[src/rtl/uart_pkg.sv]
// Shared types and constants for the word-oriented 8N1 UART transmitter.
// Holds the byte FSM state encoding and the word-to-byte selection helper.
package uart_pkg;

    typedef enum logic [1:0] {
        IDLE,
        START,
        DATA,
        STOP
    } uart_state_e;

    localparam logic [7:0] UART_NEWLINE   = 8'h0A;
    localparam int         FRAME_BITS     = 10;
    localparam int         BYTES_PER_WORD = 4;
    localparam int         DATA_BITS      = FRAME_BITS - 2;

    // Byte 0 is the most-significant byte; any index past the word is the terminator.
    function automatic logic [7:0] word_byte(input logic [31:0] word, input logic [2:0] idx);
        logic [7:0] sel;
        case (idx)
            3'd0:    sel = word[31:24];
            3'd1:    sel = word[23:16];
            3'd2:    sel = word[15:8];
            3'd3:    sel = word[7:0];
            default: sel = UART_NEWLINE;
        endcase
        return sel;
    endfunction

endpackage

[src/rtl/uart_tx_byte.sv]
// Single-byte 8N1 serializer. A start request on the last cycle of the stop bit
// chains the next frame with no idle gap; o_done pulses only when the line goes idle.
module uart_tx_byte #(
    parameter int CLKS_PER_BIT = 868
) (
    input  logic       clk,
    input  logic       rst,
    input  logic       i_start,
    input  logic [7:0] i_data,
    output logic       o_idle,
    output logic       o_last_tick,
    output logic       o_tx,
    output logic       o_done
);
    import uart_pkg::*;

    localparam int              CNT_W    = (CLKS_PER_BIT > 2) ? $clog2(CLKS_PER_BIT) : 1;
    localparam logic [CNT_W-1:0] CNT_MAX = CNT_W'(CLKS_PER_BIT - 1);
    localparam logic [2:0]      LAST_BIT = 3'(DATA_BITS - 1);

    uart_state_e      state_q, state_d;
    logic [CNT_W-1:0] baud_cnt_q, baud_cnt_d;
    logic [2:0]       bit_idx_q, bit_idx_d;
    logic [7:0]       data_q, data_d;
    logic             tx_q, tx_d;
    logic             done_q, done_d;

    logic             bit_end;
    logic [2:0]       bit_idx_next;

    assign bit_end      = (baud_cnt_q == CNT_MAX);
    assign bit_idx_next = bit_idx_q + 3'd1;

    always_comb begin
        // NOTE: every signal gets a default before the case so no path leaves it unassigned (no latch).
        state_d    = state_q;
        baud_cnt_d = bit_end ? '0 : baud_cnt_q + CNT_W'(1);
        bit_idx_d  = bit_idx_q;
        data_d     = data_q;
        tx_d       = tx_q;
        done_d     = 1'b0;

        case (state_q)
            IDLE: begin
                baud_cnt_d = '0;
                tx_d       = 1'b1;
                if (i_start) begin
                    state_d = START;
                    data_d  = i_data;
                    tx_d    = 1'b0;
                end
            end
            START: begin
                if (bit_end) begin
                    state_d   = DATA;
                    bit_idx_d = 3'd0;
                    tx_d      = data_q[0];
                end
            end
            DATA: begin
                if (bit_end) begin
                    if (bit_idx_q == LAST_BIT) begin
                        state_d = STOP;
                        tx_d    = 1'b1;
                    end else begin
                        bit_idx_d = bit_idx_next;
                        tx_d      = data_q[bit_idx_next];
                    end
                end
            end
            STOP: begin
                if (bit_end) begin
                    if (i_start) begin
                        state_d = START;
                        data_d  = i_data;
                        tx_d    = 1'b0;
                    end else begin
                        state_d = IDLE;
                        tx_d    = 1'b1;
                        done_d  = 1'b1;
                    end
                end
            end
            default: begin
                state_d = IDLE;
                tx_d    = 1'b1;
            end
        endcase
    end

    // NOTE: state registers use non-blocking assignments so every flop samples pre-edge values.
    always_ff @(posedge clk) begin
        if (rst) begin
            state_q    <= IDLE;
            baud_cnt_q <= '0;
            bit_idx_q  <= 3'd0;
            data_q     <= 8'h00;
            tx_q       <= 1'b1;
            done_q     <= 1'b0;
        end else begin
            state_q    <= state_d;
            baud_cnt_q <= baud_cnt_d;
            bit_idx_q  <= bit_idx_d;
            data_q     <= data_d;
            tx_q       <= tx_d;
            done_q     <= done_d;
        end
    end

    assign o_idle      = (state_q == IDLE);
    assign o_last_tick = (state_q == STOP) && bit_end;
    assign o_tx        = tx_q;
    assign o_done      = done_q;

endmodule

[src/rtl/uart_word_tx.sv]
// 32-bit word transmitter: sends the word MSB byte first as back-to-back 8N1 frames.
// Define UART_TX_NEWLINE_EN to append an 8'h0A terminator frame after the last byte.
module uart_word_tx #(
    parameter int CLK_FREQ     = 100000000,
    parameter int BAUD         = 115200,
    parameter int CLKS_PER_BIT = CLK_FREQ / BAUD
) (
    input  logic        clk,
    input  logic        rst,
    input  logic [31:0] i_word,
    input  logic        i_valid,
    output logic        o_ready,
    output logic        o_tx,
    output logic        o_busy,
    output logic        o_done
);
    import uart_pkg::*;

`ifdef UART_TX_NEWLINE_EN
    localparam logic [2:0] LAST_IDX = 3'(BYTES_PER_WORD);
`else
    localparam logic [2:0] LAST_IDX = 3'(BYTES_PER_WORD - 1);
`endif

    logic [31:0] word_q, word_d;
    logic [2:0]  byte_idx_q, byte_idx_d;

    logic        tx_idle;
    logic        tx_last_tick;
    logic        accept;
    logic        more_bytes;
    logic        byte_start;
    logic [7:0]  byte_data;

    always_comb begin
        accept     = i_valid && tx_idle;
        more_bytes = (byte_idx_q != LAST_IDX);

        word_d     = word_q;
        byte_idx_d = byte_idx_q;
        byte_start = 1'b0;
        byte_data  = word_byte(word_q, byte_idx_q + 3'd1);

        if (accept) begin
            word_d     = i_word;
            byte_idx_d = 3'd0;
            byte_start = 1'b1;
            byte_data  = word_byte(i_word, 3'd0);
        end else if (tx_last_tick && more_bytes) begin
            // Hand the next byte over during the final stop-bit cycle so frames abut.
            byte_idx_d = byte_idx_q + 3'd1;
            byte_start = 1'b1;
        end
    end

    always_ff @(posedge clk) begin
        if (rst) begin
            word_q     <= 32'h0;
            byte_idx_q <= 3'd0;
        end else begin
            word_q     <= word_d;
            byte_idx_q <= byte_idx_d;
        end
    end

    uart_tx_byte #(
        .CLKS_PER_BIT(CLKS_PER_BIT)
    ) u_tx_byte (
        .clk        (clk),
        .rst        (rst),
        .i_start    (byte_start),
        .i_data     (byte_data),
        .o_idle     (tx_idle),
        .o_last_tick(tx_last_tick),
        .o_tx       (o_tx),
        .o_done     (o_done)
    );

    assign o_ready = tx_idle;
    assign o_busy  = !tx_idle;

endmodule

[config.mk]
export PLATFORM = sky130hd
export DESIGN_NAME = uart_word_tx
export DESIGN_NICKNAME = d
export VERILOG_FILES = /design/src/rtl/uart_pkg.sv /design/src/rtl/uart_tx_byte.sv /design/src/rtl/uart_word_tx.sv
export SDC_FILE = /design/constraint.sdc
export NUM_CORES = 1
export LEC_CHECK = 0
export ABC_CLOCK_PERIOD_IN_PS = 2580
export CORE_ASPECT_RATIO = 0.8
export CORE_MARGIN = 3
export CORE_UTILIZATION = 38
export DETAILED_ROUTE_END_ITERATION = 12
export PLACE_DENSITY = 0.63
export SYNTH_ARGS = -nofsm -noshare
export SYNTH_HDL_FRONTEND = slang
export SYNTH_SLANG_ARGS = --single-unit
[constraint.sdc]
create_clock -name clk -period 2.58 [get_ports clk]
set_input_delay 0.387 -clock clk [delete_from_list [all_inputs] [get_ports clk]]
set_output_delay 0.387 -clock clk [all_outputs]
set_load 0.02 [all_outputs]
==> summary.txt, run 1 <==
Outcome
  • Status: finished, final reports clean

CTS
  • Total CTS buffers: 9
  • Worst-skew pair later-pin latency: 0.34 ns
  • Post-cts resize count: 0
  • Reg clk slew, reported paths: 0.07 ns
  • Number of post-CTS setup repair buffers: 0
  • Clock Tree Buf Depth: 2
  • CTS Root Cell: clkbuf_8
  • Clock Sinks: 60
  • H-tree Lvls: 3
  • CTS tree: yes
  • Hold bufs inserted after CTS: 0

Die
  • Initial Util: 40.0%
  • Die X-Extent: 102 µm
  • Std-Cell Rows: 27
  • Ports: 39
  • Die area: 0.00847 mm²
  • Chip height: 82.9 µm
  • Core Area: 0.00703 mm²

Synthesis
  • Mapped Avg Cell Area: 8.17 µm²
  • Synth Flop Type: dfxtp_1
  • Post-Syn Area: 0.00281 mm²
  • Most common cell in the netlist: nand2_1
  • Ys async rst share: 0%
  • Synth top area share: 42.7%
  • Synth cell count leaders: nand2_1 (83), dfxtp_1 (60), a21oi_1 (40)
  • Syn Inst Count: 344
  • Syn_nets: 393
  • Number of synthesized flops with an enable pin: 0
  • Synth area leaders: dfxtp_1 (43%), nand2_1 (11%), a21oi_1 (7.1%)
  • Library cells used by synthesis: 42
  • #FFs+latches synth: 60
  • Synth warnings: 0
  • Register area share after synthesis: 42.7%
  • Area leader, netlist: dfxtp_1

Drt
  • Drt wl/cell: 13.6 µm
  • Number of remaining DRC errors: 0
  • DR pass1 iterations: 4
  • DR iter-0 viols: 155
  • Via density: 5.17
  • Drt total wl: 6360 µm
  • Vias after detailed routing: 2,407
  • Antenna-violating nets left: 0

Min path
  • Hold Crit Class: flip-flop to flip-flop

Timing
  • FMAX: 448 MHz
  • Final setup viols: 0
  • Tcrit/Tclk final: 86.6%
  • Final Hold Viols: 0
  • Slew headroom: 66.2%
  • Setup Skew: 0.00831 ns
  • Unrepaired setup endpoints after global routing: false
  • Hold_ws: 0.457 ns
  • Fin crit period: 2.23 ns
  • Setup_tns: 0 ns
  • Worst-Margin Slew: 0.508 ns
  • Final Max Slew Viols: 0

Setup path
  • Setup crit start kind: flip-flop
  • Delay of the slowest critical-path stage: 0.61 ns
  • Crit. Startpoint: u_tx_byte.state_q[0]$_SDFFE_PP0P_
  • Crit-path slowest cell: clkdlybuf4s50_1
  • CP Depth: 4
  • Critical Path RT: 2.19 ns
  • Setup CP Type: flip-flop to primary output
  • Reg2reg start: u_tx_byte.baud_cnt_q[0]$_SDFF_PP0_
  • Reg2reg setup slack: 0.38 ns
  • Critical Path AT: 1.85 ns
  • Worst path most repeated cell: inv_1
  • Top Family by Delay on Critical Path: buffers and inverters
  • Worst r2r path cells: 6
  • Worst Path Max Fanout: 5
  • CP endpoint kind: primary output
  • Worst path bufs/invs: 3
  • Crit path to: o_busy
  • Critical Path, Cell by Cell: inv_1, ha_1, inv_1, clkdlybuf4s50_1
  • RR Endpoint: u_tx_byte.data_q[2]$_SDFFE_PP0P_

Place
  • GP Congestion: 0.819
  • DP HPWL: 4580 µm
  • # port buffers: 38

GRT
  • Largest net degree at the start of global routing: 37
  • Number of antenna violations at the first check in global routing: 0
  • First-pass GRT wire length: 11,100 µm
  • Total GRT Usage: 16.3%
  • Gr ovfl total: 0
  • Number of global-route vias before repair: 2,302

Run
  • Max-cap violations: 0

Power
  • PwrDens: 842 mW/mm²
  • Worst VDD drop: 0.000326 V
  • Total power: 2.88 mW
  • Static leakage: 1.25 nW

Finish
  • Area grow syn2layout: 21.9%
  • Layout cell share with drive strength beyond 1: 7.65%
  • Antenna diode count: 0
  • Fin nets: 424
## routing by layer
metal	GRT usage [%]	part of all wire [%]	wire, µm
met5	0	0	0
met4	5.60	0.72	46
met3	6.55	6.0	382
met2	21.5	42	2680
met1	23.8	51	3260
## cell families (layout without fill, tap and decap cells)
group | Yosys count | in the layout | synth area share (%)
simple gates | 145 | 145 | 22.7
compound gates | 78 | 78 | 18.5
flops | 60 | 60 | 42.7
buf+inv | 32 | 67 | 4.81
fa+ha+maj | 14 | 14 | 6.23
xor+xnor | 8 | 8 | 2.49
mux | 7 | 7 | 2.54
## worst min-delay path, delay by kind of cell, from the launching register on
family	cells	cell delay, ns
flops	1	0.31
compound gates	1	0.05
simple gates	1	0.05
## area by class of cell
class                           instances  area [µm²]
Tap cell                               87         109
Clock inverter                          5        52.6
Multi-Input combinational cell        252        1470
Clock buffer                           10         138
Inverter                                8        30.0
Sequential cell                        60        1200
Timing Repair Buffer                   44         420
Fill cell                             701        3600
## power by group
part	total, mW	switching [mW]	internal [mW]
Sequential	1.18	0.0976	1.08
Combinational	0.882	0.518	0.364
Clock	0.819	0.358	0.461
## layout by cell type (no fill, tap or decap), types with 2 or more instances in the layout
| cell | netlist | routed |
|---|---|---|
| nand2b_1 | 7 | 7 |
| nand4_1 | 2 | 2 |
| and2_1 | 2 | 2 |
| a311oi_2 | 2 | 2 |
| a311oi_1 | 4 | 4 |
| nand3_1 | 9 | 9 |
| nor3_1 | 5 | 5 |
| clkinv_2 | 0 | 3 |
| a21oi_1 | 40 | 40 |
| o21ai_0 | 3 | 3 |
| xor2_1 | 5 | 5 |
| o211ai_1 | 2 | 2 |
| buf_4 | 0 | 6 |
| mux2i_1 | 6 | 6 |
| clkbuf_8 | 0 | 10 |
| dfxtp_1 | 60 | 60 |
| nand2_1 | 83 | 83 |
| a221oi_1 | 2 | 2 |
| nor2_1 | 23 | 23 |
| ha_1 | 14 | 14 |
| and3_1 | 3 | 3 |
| a22oi_1 | 16 | 16 |
| clkdlybuf4s50_1 | 0 | 37 |
| xnor2_1 | 3 | 3 |
| o22ai_1 | 2 | 2 |
| inv_1 | 8 | 8 |
| or3_1 | 3 | 3 |
## how the worst min path moves through the flow
stage,startpoint,end,slack (ns),cells after the start
2_1_floorplan,word_q[0]$_SDFFE_PP0P_,word_q[0]$_SDFFE_PP0P_,0.44,2
3_3_place_gp,word_q[16]$_SDFFE_PP0P_,word_q[16]$_SDFFE_PP0P_,0.44,2
3_5_place_dp,word_q[10]$_SDFFE_PP0P_,word_q[10]$_SDFFE_PP0P_,0.45,2
4_1_cts,word_q[10]$_SDFFE_PP0P_,word_q[10]$_SDFFE_PP0P_,0.46,2
5_1_grt,word_q[31]$_SDFFE_PP0P_,word_q[31]$_SDFFE_PP0P_,0.48,2
6_report,word_q[10]$_SDFFE_PP0P_,word_q[10]$_SDFFE_PP0P_,0.46,2
## state kept, by name, indices dropped and copies added (netlist names)
register,flops
byte_idx_q,3
word_q,32
u_tx_byte.o_tx,1
u_tx_byte.baud_cnt_q,10
u_tx_byte.state_q,2
u_tx_byte.data_q,8
u_tx_byte.bit_idx_q,3
u_tx_byte.o_done,1
## per-stage QoR
step / setup slack (ns) / utilization (%) / instances / instance area [µm²]
6_report: 0.346 / 48.7 / 466 / 3420
5_1_grt: 0.134 / 48.7 / 466 / 3420
4_1_cts: 0.328 / 48.7 / 466 / 3420
3_5_place_dp: 0.386 / 46.0 / 451 / 3230
3_3_place_gp: 0.483 / 46.0 / 451 / 3230
2_1_floorplan: 0.604 / - / 344 / 2810
(Power assumes the default switching activity.)
==> run 2, diff against run 1 <==
==> constraint.sdc (replaced) <==
create_clock -name clk -period 2.58 [get_ports clk]
set_input_delay 0.516 -clock clk [delete_from_list [all_inputs] [get_ports clk]]
set_output_delay 0.516 -clock clk [all_outputs]
set_load 0.02 [all_outputs]
==> summary.txt, run 2 (synthesis results as in run 1) <==
Outcome
  • Status: finished, final reports clean

Place
  • GP Congestion: 0.864 (+5.5%)
  • DP HPWL: 4530 µm (-1.3%)
  • Placed Cells incl. Taps: 452 (+0.22%)
  • Setup WS pre-CTS: 0.373 ns (-0.0130 ns)
  • DP Area: 0.00324 mm² (+0.23%)
  • # port buffers: 38 (unchanged)

Power
  • PwrDens: 889 mW/mm² (+5.6%)
  • Worst VDD drop: 0.000313 V (-4.0%)
  • Static leakage: 1.28 nW (+2.2%)
  • Total power: 3.10 mW (+7.6%)

Finish
  • Area of the multi-input gates: 0.00147 mm² (unchanged)
  • Antenna diode count: 0 (unchanged)
  • Largest registers: word_q (32), u_tx_byte.baud_cnt_q (10), u_tx_byte.data_q (8)
  • Layout cell share with drive strength beyond 1: 8.14% (+0.48 points)
  • # fillers: 689 (-1.7%)
  • Max reg flops: 32 (unchanged)
  • Fin nets: 425 (+0.24%)
  • Final Instance Area: 0.00349 mm² (+1.9%)
  • Final Core Density: 49.7% (+0.93 points)
  • Largest Register: word_q
  • Commonest non-fill, non-tap cells in the layout: nand2_1 (83), dfxtp_1 (60), a21oi_1 (40), clkdlybuf4s50_1 (37), nor2_1 (23)
  • Most common cell after layout, fill and taps aside: nand2_1
  • FF/Latch Area: 0.00120 mm² (unchanged)
  • Non-filler cells, final: 468 (+0.43%)
  • Area grow syn2layout: 24.2%

Timing
  • Setup Skew: 0.00459 ns (-0.00372 ns)
  • Setup_tns: 0 ns (unchanged)
  • Final WS setup: 0.228 ns (-0.118 ns)
  • Slew headroom: 69.3% (+3.2 points)
  • FMAX: 425 MHz (-5.0%)
  • Unrepaired setup endpoints after global routing: false
  • Final Max Slew Viols: 0 (unchanged)
  • Final setup viols: 0 (unchanged)
  • Fin crit period: 2.35 ns (+0.118 ns)
  • Worst-Margin Slew: 0.460 ns (-0.0476 ns)
  • Hold_ws: 0.454 ns (-0.00296 ns)
  • Tcrit/Tclk final: 91.1% (+4.6 points)
  • Final Hold Viols: 0 (unchanged)

CTS
  • Clock Tree Buf Depth: 2 (unchanged)
  • Number of post-CTS setup repair buffers: 0 (unchanged)
  • Worst-skew pair later-pin latency: 0.34 ns (about the same)
  • Post-cts resize count: 0 (unchanged)
  • Hold bufs inserted after CTS: 0 (unchanged)
  • Reg clk slew, reported paths: 0.07 ns (about the same)
  • Clock Sinks: 60 (unchanged)
  • CTS Root Cell: clkbuf_8
  • CTS tree: yes
  • Total CTS buffers: 9 (unchanged)
  • H-tree Lvls: 3 (unchanged)

GRT
  • Total GRT Usage: 16.1% (-0.20 points)
  • Number of global-route vias before repair: 2,254 (-2.1%)
  • First-pass GRT wire length: 10,800 µm (-2.3%)
  • Number of antenna violations at the first check in global routing: 0 (unchanged)
  • Largest net degree at the start of global routing: 37 (unchanged)
  • Gr ovfl total: 0 (unchanged)

Drt
  • Antenna-violating nets left: 0 (unchanged)
  • Drt total wl: 6230 µm (-2.1%)
  • Vias after detailed routing: 2,414 (+0.29%)
  • DR pass1 iterations: 4 (unchanged)
  • Drt wl/cell: 13.3 µm (-2.5%)
  • DR iter-0 viols: 200 (+29%)
  • Via density: 5.16 (-0.14%)
  • Number of remaining DRC errors: 0 (unchanged)

Die
  • Die X-Extent: 102 µm (unchanged)
  • Initial Util: 40.0% (unchanged)
  • Die area: 0.00847 mm² (unchanged)
  • Core Area: 0.00703 mm² (unchanged)
  • Chip height: 82.9 µm (unchanged)
  • Std-Cell Rows: 27 (unchanged)
  • Ports: 39 (unchanged)

Setup path
  • Setup crit start kind: flip-flop
  • Setup CP Type: flip-flop to primary output
  • Crit. Startpoint: u_tx_byte.state_q[1]$_SDFFE_PP0P_
  • Critical Path RT: 2.06 ns (-0.13 ns)
  • Worst r2r path cells: 6 (unchanged)
  • Reg2reg setup slack: 0.38 ns (about the same)
  • Critical Path AT: 1.84 ns (about the same)
  • RR Endpoint: u_tx_byte.data_q[5]$_SDFFE_PP0P_
  • CP endpoint kind: primary output
  • Reg2reg start: u_tx_byte.baud_cnt_q[0]$_SDFF_PP0_
  • Worst Path Max Fanout: 5 (unchanged)

Min path
  • Worst hold endpoint: word_q[14]$_SDFFE_PP0P_
  • Hold path start: word_q[14]$_SDFFE_PP0P_
  • Hold Path Stages: 2 (unchanged)
  • Hold Crit Class: flip-flop to flip-flop

Run
  • Max-cap violations: 0 (unchanged)
-- run 2: changes by cell type in the layout (fill, tap and decap cells not counted), sizes merged --
| cell | previous run | this run |
|---|---|---|
| buf | 7 | 8 |
| clkbuf | 10 | 9 |
| bufinv | 1 | 3 |
| clkinv | 3 | 2 |
| inv | 8 | 9 |
-- run 2: layer usage --
metal	GRT usage [%]	wire [µm]	up-vias	part of all wire (%)
li1	-	-	1247	-
met1	24.6	3240	1090	52
met2	21.1	2470	70	40
met3	5.12	450	7	7.2
met4	5.36	70	0	1.1
met5	0	0	-	0
-- run 2: cell type report --
cell class | count | share of cell area, %
clock buffer | 9 | 3.55
clock inverter | 7 | 3.55
inverter | 8 | 0.861
multi-input combinational | 252 | 42.2
sequential | 60 | 34.4
tap | 87 | 3.12
timing repair buffer | 45 | 12.3
-- run 2: critical path, stage by stage, from the launching register on --
cell and delay [ns]:
dfxtp_1 0.41, inv_1 0.11, ha_1 0.25, inv_1 0.13, clkdlybuf4s50_1 0.61
-- run 2: worst max-delay path by stage --
stage	cells after the start	end	slack (ns)
after floorplan	7	u_tx_byte.state_q[1]$_SDFFE_PP0P_	0.60
after global placement	6	u_tx_byte.data_q[5]$_SDFFE_PP0P_	0.48
after detailed placement	6	u_tx_byte.data_q[5]$_SDFFE_PP0P_	0.37
after CTS	4	o_busy	0.20
after global routing	4	o_busy	0.13
final	4	o_busy	0.23
-- run 2: power breakdown --
| group | switching [mW] | total, mW | leakage, nW | internal, mW |
|---|---|---|---|---|
| Clock | 0.396 | 1.04 | 0.120 | 0.648 |
| Combinational | 0.516 | 0.880 | 0.667 | 0.364 |
| Sequential | 0.0953 | 1.18 | 0.491 | 1.08 |
==> run 3, diff against run 2 <==
Settings changed: CTS_CLUSTER_SIZE from default to 10.
==> results of run 3 <==
The final DEF is identical to that of run 2; final timing and power are the same.
